**config.mk**
```make
export PLATFORM = sky130hd
export DESIGN_NAME = pcie_c2h_stream_arbiter
export DESIGN_NICKNAME = d
export VERILOG_FILES = /design/src/rtl/pcie_stream_pkg.sv /design/src/rtl/round_robin_picker.sv /design/src/rtl/pcie_c2h_stream_arbiter.sv
export SDC_FILE = /design/constraint.sdc
export NUM_CORES = 1
export LEC_CHECK = 0
export BUFFER_PORTS_ARGS = -buffer_cell sky130_fd_sc_hd__buf_2
export CAP_MARGIN = 15
export CORE_AREA = 3 3 155 157
export DETAILED_ROUTE_END_ITERATION = 16
export DIE_AREA = 0 0 158 160
export PLACE_DENSITY = 0.48
export SYNTH_ARGS = -nofsm -noshare
export SYNTH_HDL_FRONTEND = slang
export SYNTH_SLANG_ARGS = --single-unit
```
**constraint.sdc**
```tcl
create_clock -name system_clock -period 3.9 [get_ports system_clock]
set_input_delay 0.195 -clock system_clock [delete_from_list [all_inputs] [get_ports system_clock]]
set_output_delay 0.195 -clock system_clock [all_outputs]
set_load 0.05 [all_outputs]
```
**src/rtl/pcie_stream_pkg.sv**
```systemverilog
// Shared types and constants for the PCIe stream arbitration blocks.
package pcie_stream_pkg;

   // Arbiter FSM: waiting for a request, passing a packet, draining a cut packet.
   typedef enum logic [1:0] {
      IDLE  = 2'd0,
      PASS  = 2'd1,
      DRAIN = 2'd2
   } arb_state_t;

   localparam int DEFAULT_REQUESTERS  = 4;
   localparam int DEFAULT_DATA_WIDTH  = 64;
   localparam int DEFAULT_COUNT_WIDTH = 16;

   // Width of an index that can name any of n requesters (at least one bit).
   function automatic int owner_idx_width(input int n);
      return (n <= 1) ? 1 : $clog2(n);
   endfunction

endpackage

```
**src/rtl/round_robin_picker.sv**
```systemverilog
// Combinational round-robin selector: first request after i_last, wrapping.
module round_robin_picker
   import pcie_stream_pkg::*;
#(
   parameter int N  = DEFAULT_REQUESTERS,
   parameter int IW = owner_idx_width(N)
) (
   input  logic [N-1:0]  i_req,
   input  logic [IW-1:0] i_last,
   output logic [N-1:0]  o_grant,
   output logic          o_found
);

   logic [IW-1:0] w_idx;

   // Walk the requesters starting one past the previous winner; the first hit wins.
   always_comb begin
      o_grant = '0;
      o_found = 1'b0;
      w_idx   = '0;
      for (int k = 1; k <= N; k++) begin
         w_idx          = IW'((int'(i_last) + k) % N);
         o_grant[w_idx] = o_grant[w_idx] | (i_req[w_idx] & ~o_found);
         o_found        = o_found | i_req[w_idx];
      end
   end

endmodule

```
**src/rtl/pcie_c2h_stream_arbiter.sv**
```systemverilog
// Packet-granular round-robin arbiter sharing the C2H AXI-Stream channel.
// Data path is a pure mux on the registered owner; a link drop mid-packet
// switches to draining the owner until its tlast, counting the lost packet.
module pcie_c2h_stream_arbiter
   import pcie_stream_pkg::*;
#(
   parameter int REQUESTERS  = DEFAULT_REQUESTERS,
   parameter int DATA_WIDTH  = DEFAULT_DATA_WIDTH,
   parameter int COUNT_WIDTH = DEFAULT_COUNT_WIDTH
) (
   input  logic                             system_clock,
   input  logic                             system_reset_n,
   input  logic                             link_up,
   input  logic [REQUESTERS*DATA_WIDTH-1:0] s_tdata,
   input  logic [REQUESTERS*DATA_WIDTH/8-1:0] s_tkeep,
   input  logic [REQUESTERS-1:0]            s_tlast,
   input  logic [REQUESTERS-1:0]            s_tvalid,
   output logic [REQUESTERS-1:0]            s_tready,
   output logic [DATA_WIDTH-1:0]            m_tdata,
   output logic [DATA_WIDTH/8-1:0]          m_tkeep,
   output logic                             m_tlast,
   output logic                             m_tvalid,
   input  logic                             m_tready,
   output logic [REQUESTERS-1:0]            grant,
   output logic [COUNT_WIDTH-1:0]           dropped_count
);

   localparam int IW = owner_idx_width(REQUESTERS);
   localparam int KW = DATA_WIDTH / 8;

   arb_state_t            r_state;
   arb_state_t            w_next_state;
   logic [IW-1:0]         r_owner;
   logic [IW-1:0]         r_last;
   logic [REQUESTERS-1:0] r_grant;
   logic [COUNT_WIDTH-1:0] r_dropped;
   logic [REQUESTERS-1:0] w_pick_grant;
   logic [IW-1:0]         w_pick_idx;
   logic                  w_found;
   logic                  w_xfer_last;
   logic                  w_drain_done;
   logic [DATA_WIDTH-1:0] w_data_arr [REQUESTERS];
   logic [KW-1:0]         w_keep_arr [REQUESTERS];

   // Convert the picker's one-hot winner into an owner index.
   function automatic logic [IW-1:0] onehot_to_idx(input logic [REQUESTERS-1:0] v);
      logic [IW-1:0] idx;
      idx = '0;
      for (int k = 0; k < REQUESTERS; k++) begin
         idx = idx | (v[k] ? IW'(k) : {IW{1'b0}});
      end
      return idx;
   endfunction

   for (genvar g = 0; g < REQUESTERS; g++) begin : g_slice
      assign w_data_arr[g] = s_tdata[g*DATA_WIDTH +: DATA_WIDTH];
      assign w_keep_arr[g] = s_tkeep[g*KW +: KW];
   end

   round_robin_picker #(
      .N  (REQUESTERS),
      .IW (IW)
   ) u_picker (
      .i_req   (s_tvalid),
      .i_last  (r_last),
      .o_grant (w_pick_grant),
      .o_found (w_found)
   );

   assign w_pick_idx    = onehot_to_idx(w_pick_grant);
   assign grant         = r_grant;
   assign dropped_count = r_dropped;

   // Stream mux: owner's slice passes straight through; nothing flows with no owner.
   always_comb begin
      m_tdata  = '0;
      m_tkeep  = '0;
      m_tlast  = 1'b0;
      m_tvalid = 1'b0;
      s_tready = '0;
      case (r_state)
         PASS: begin
            m_tdata           = w_data_arr[r_owner];
            m_tkeep           = w_keep_arr[r_owner];
            m_tlast           = s_tlast[r_owner];
            m_tvalid          = s_tvalid[r_owner];
            s_tready[r_owner] = m_tready;
         end
         DRAIN: begin
            // DMA side is down: swallow owner beats without presenting them.
            m_tdata           = w_data_arr[r_owner];
            m_tkeep           = w_keep_arr[r_owner];
            m_tlast           = s_tlast[r_owner];
            s_tready[r_owner] = 1'b1;
         end
         default: begin
            m_tdata = '0;
         end
      endcase
   end

   // Next-state decision; a completing tlast beat wins over a simultaneous link drop.
   always_comb begin
      w_next_state = r_state;
      w_xfer_last  = m_tvalid & m_tready & m_tlast;
      w_drain_done = s_tvalid[r_owner] & s_tlast[r_owner];
      case (r_state)
         IDLE: begin
            if (link_up && w_found) begin
               w_next_state = PASS;
            end else begin
               w_next_state = IDLE;
            end
         end
         PASS: begin
            if (w_xfer_last) begin
               w_next_state = IDLE;
            end else if (!link_up) begin
               w_next_state = DRAIN;
            end else begin
               w_next_state = PASS;
            end
         end
         DRAIN: begin
            if (w_drain_done) begin
               w_next_state = IDLE;
            end else begin
               w_next_state = DRAIN;
            end
         end
         default: begin
            w_next_state = IDLE;
         end
      endcase
   end

   // State, owner, round-robin pointer and grant registers.
   always_ff @(posedge system_clock or negedge system_reset_n) begin
      if (!system_reset_n) begin
         r_state <= IDLE;
         r_owner <= '0;
         r_last  <= IW'(REQUESTERS - 1);
         r_grant <= '0;
      end else begin
         r_state <= w_next_state;
         if (r_state == IDLE && w_next_state == PASS) begin
            r_owner <= w_pick_idx;
            r_last  <= w_pick_idx;
            r_grant <= w_pick_grant;
         end else if (w_next_state == IDLE) begin
            r_grant <= '0;
         end else begin
            r_grant <= r_grant;
         end
      end
   end

   // Saturating count of packets that had to be drained after link loss.
   always_ff @(posedge system_clock or negedge system_reset_n) begin
      if (!system_reset_n) begin
         r_dropped <= '0;
      end else if (r_state == DRAIN && w_drain_done && r_dropped != {COUNT_WIDTH{1'b1}}) begin
         r_dropped <= r_dropped + COUNT_WIDTH'(1);
      end else begin
         r_dropped <= r_dropped;
      end
   end

endmodule
```
==> run summary <==
Status: finished, final reports clean
Nets: 1072
Max clock buf depth: 2
Most used DFF post-synth: dfrtp_1
Setup crit start kind: flip-flop
Peak Freq: 290 MHz
Avg Cell Area, Syn: 11.0 sq um
Sequential power share: 0.071
Hold buffers post-CTS: 1
Post-synth ARST share: 1.00
Total track usage: 0.164
Top-count cell post-synth: mux4_2
Vias: 4966
Fin crit period: 3450 ps
Die Y: 160 um
Type of the worst min-delay path: in2reg
Top Ports: 398
#FFs+latches synth: 26
Core footprint: 22600 sq um
Commonest cells in the netlist: 79 x mux4_2, 76 x and2_1, 31 x nand2_1, 24 x dfrtp_1, 19 x clkbuf_1
Hold EP: r_state[0]
GP Congestion: 0.905
Post-synth EDFFs: 0
Power share of the clock group: 0.045
Sw frac: 0.617
Peak fanout along the critical path: 11
Synth cell types: 53
Worst EP required: 4030 ps
GR Overflow Total: 0
Critical R2R Launch: r_last[1]
Initial core utilization: 0.187
Final setup TNS: 0 ps
Internal reg-to-reg setup slack: 450 ps
Cell depth of the worst flop-to-flop path: 10
Mapped cell area: 4240 sq um
Post-Route WL: 22500 um
FF+latch area: 661 sq um
Clock latency on the worst-skew pair: 260 ps
CTS Sinks: 26
Min-delay src: link_up
Cell area after layout: 6660 sq um
Per-cell routed wire length: 21.4 um
Sw Pwr: 4.03 mW
Yosys warning total: 0
Post-route clock skew: 7.99 ps
FILL cells: 2441
Slew of the pin with the lowest slew margin: 768 ps
Area occupied by multi-input gates: 3410 sq um
Sequential share of the synthesized area: 0.154
Die area: 25300 sq um
Pwr Total: 6.53 mW
First-pass GRT wire length: 31900 um
Die width: 158 um
Hpwl dp: 19100 um
Final Hold Fails: 0
Final setup vio count: 0
Post-Syn Instances: 384
Hold Path Depth: 3
Area grow syn2layout: 56.9%
Root Buffer: clkbuf_16
Power per Cell Area: 981 nW/um^2
Pleak: 3.29 nW
CTS buffer count: 3
Largest net degree at the start of global routing: 78
# Post-CTS Setup Buffers: 0
IO Port Bufs: 397
Syn Nets: 693
Synth top area share: 0.419
Fin crit share: 0.883
CTS tree: done
CP endpoint kind: flip-flop
H-tree levels: 1
Post-DP Area: 6530 sq um
DRC: 0
Initial antenna violation count: 11
Post-CTS sizing: 0
Vias per cell: 4.73
Crit path DAT: 3580 ps
Max Slew Vio Count: 0
RSZ-0062 raised after global routing: no
MaxCap Viol Count: 0
Reg clk slew, reported paths: 60 ps
Layout cell share with drive strength beyond 1: 0.673
Reg2reg end: r_owner[1]
P_int: 2.50 mW
Drt pass-1 iters: 4
Max-slew headroom: 0.488
Kind of critical path: reg2reg
Post-route ant nets: 0
Comb power frac: 0.883
1st-iter DRT viols: 298
Row cnt: 55
VDD IR max: 0.363 mV
Post-synth top area cell: mux4_2
Via count of the first global-routing pass: 4891
Main area contributors after synthesis: mux4_2 42%, dfrtp_1 14%, and2_1 11%, nand2_1 2.7%, ha_1 2.7%
-- power groups by stage --
stage          combinational (mW)  sequential [mW]  clock, mW
2_1_floorplan                4.50            0.477          0
3_3_place_gp                 5.82            0.470          0
3_5_place_dp                 5.83            0.472          0
4_1_cts                      5.84            0.468      0.304
5_1_grt                      6.15            0.482      0.319
6_report                     5.77            0.466      0.297
-- final cells by class --
class                      count  area share
clock inverter                 1     0.00451
multi-input combinational    315       0.512
antenna                        4     0.00150
tap                          285      0.0536
inverter                       9     0.00507
sequential                    26      0.0992
timing repair buffer         408       0.313
clock buffer                   3      0.0113
-- metrics by stage --
step           hold WS (ps)  utilization  std cells  setup WS, ps
6_report                236        0.294       1051           455
5_1_grt                 253        0.294       1050           235
4_1_cts                 222        0.294       1047           465
3_5_place_dp            248        0.289       1042           494
3_3_place_gp            244        0.289       1042           500
2_1_floorplan          -101            -        384           492
-- worst max-delay path by stage --
stage	cells after the start	end	from	slack (ps)
after floorplan	13	r_owner[0]	r_last[0]	490
after global placement	10	r_owner[1]	r_last[1]	500
after detailed placement	10	r_owner[1]	r_last[1]	490
after CTS	10	r_owner[1]	r_last[1]	470
after global routing	10	r_owner[1]	r_last[1]	230
final	10	r_owner[1]	r_last[1]	450
-- cell usage in the layout (no fill, tap or decap), types with 3 or more instances in the layout --
cell,n
clkbuf_16,3
nor2_1,12
xor2_1,4
buf_2,397
buf_4,9
nor3_1,7
diode_2,4
nand2_1,31
xnor2_1,11
inv_1,8
dfrtp_1,22
ha_1,8
mux4_2,79
o21ai_1,4
a41oi_1,4
and3_1,5
a21oi_1,8
mux2_2,3
nand3_1,6
and4_1,3
nor2b_1,4
nand2b_1,7
and2_1,76
o21ai_0,5
nand4_1,3
nor3b_1,3
-- metal layers --
metal | track usage | share of wire
met5 | 0 | 0.0015
met4 | 0.0270 | 0.0079
met3 | 0.0279 | 0.080
met2 | 0.291 | 0.52
met1 | 0.212 | 0.39
-- critical path: stages, from the launching register on --
cell       delay [ps]
dfstp_2           530
inv_1             100
ha_1              400
mux4_2            670
mux2_2            390
a2111oi_4         370
inv_2             100
a41oi_2           280
o211ai_1          180
nor3_1            230
nor3_1             80
-- flip-flops by register name, indices dropped and copies added, names as in the netlist --
signal,flops
grant,4
r_owner,2
r_last,2
r_state,2
dropped_count,16
-- cells by family (layout without fill, tap and decap cells) --
family                   after synthesis  in the layout  share of synthesized area
other                                  0              4                          0
adder cells (fa/ha/maj)                9              9                     0.0265
AND/OR/NAND/NOR                      164            164                      0.221
multiplexers                          85             85                      0.435
AO/OA/AOI/OAI                         42             42                     0.0891
XOR/XNOR                              15             15                     0.0310
flip-flops                            26             26                      0.154
buffers and inverters                 43            421                     0.0433
Note: power is estimated with default switching activity, not from simulation.
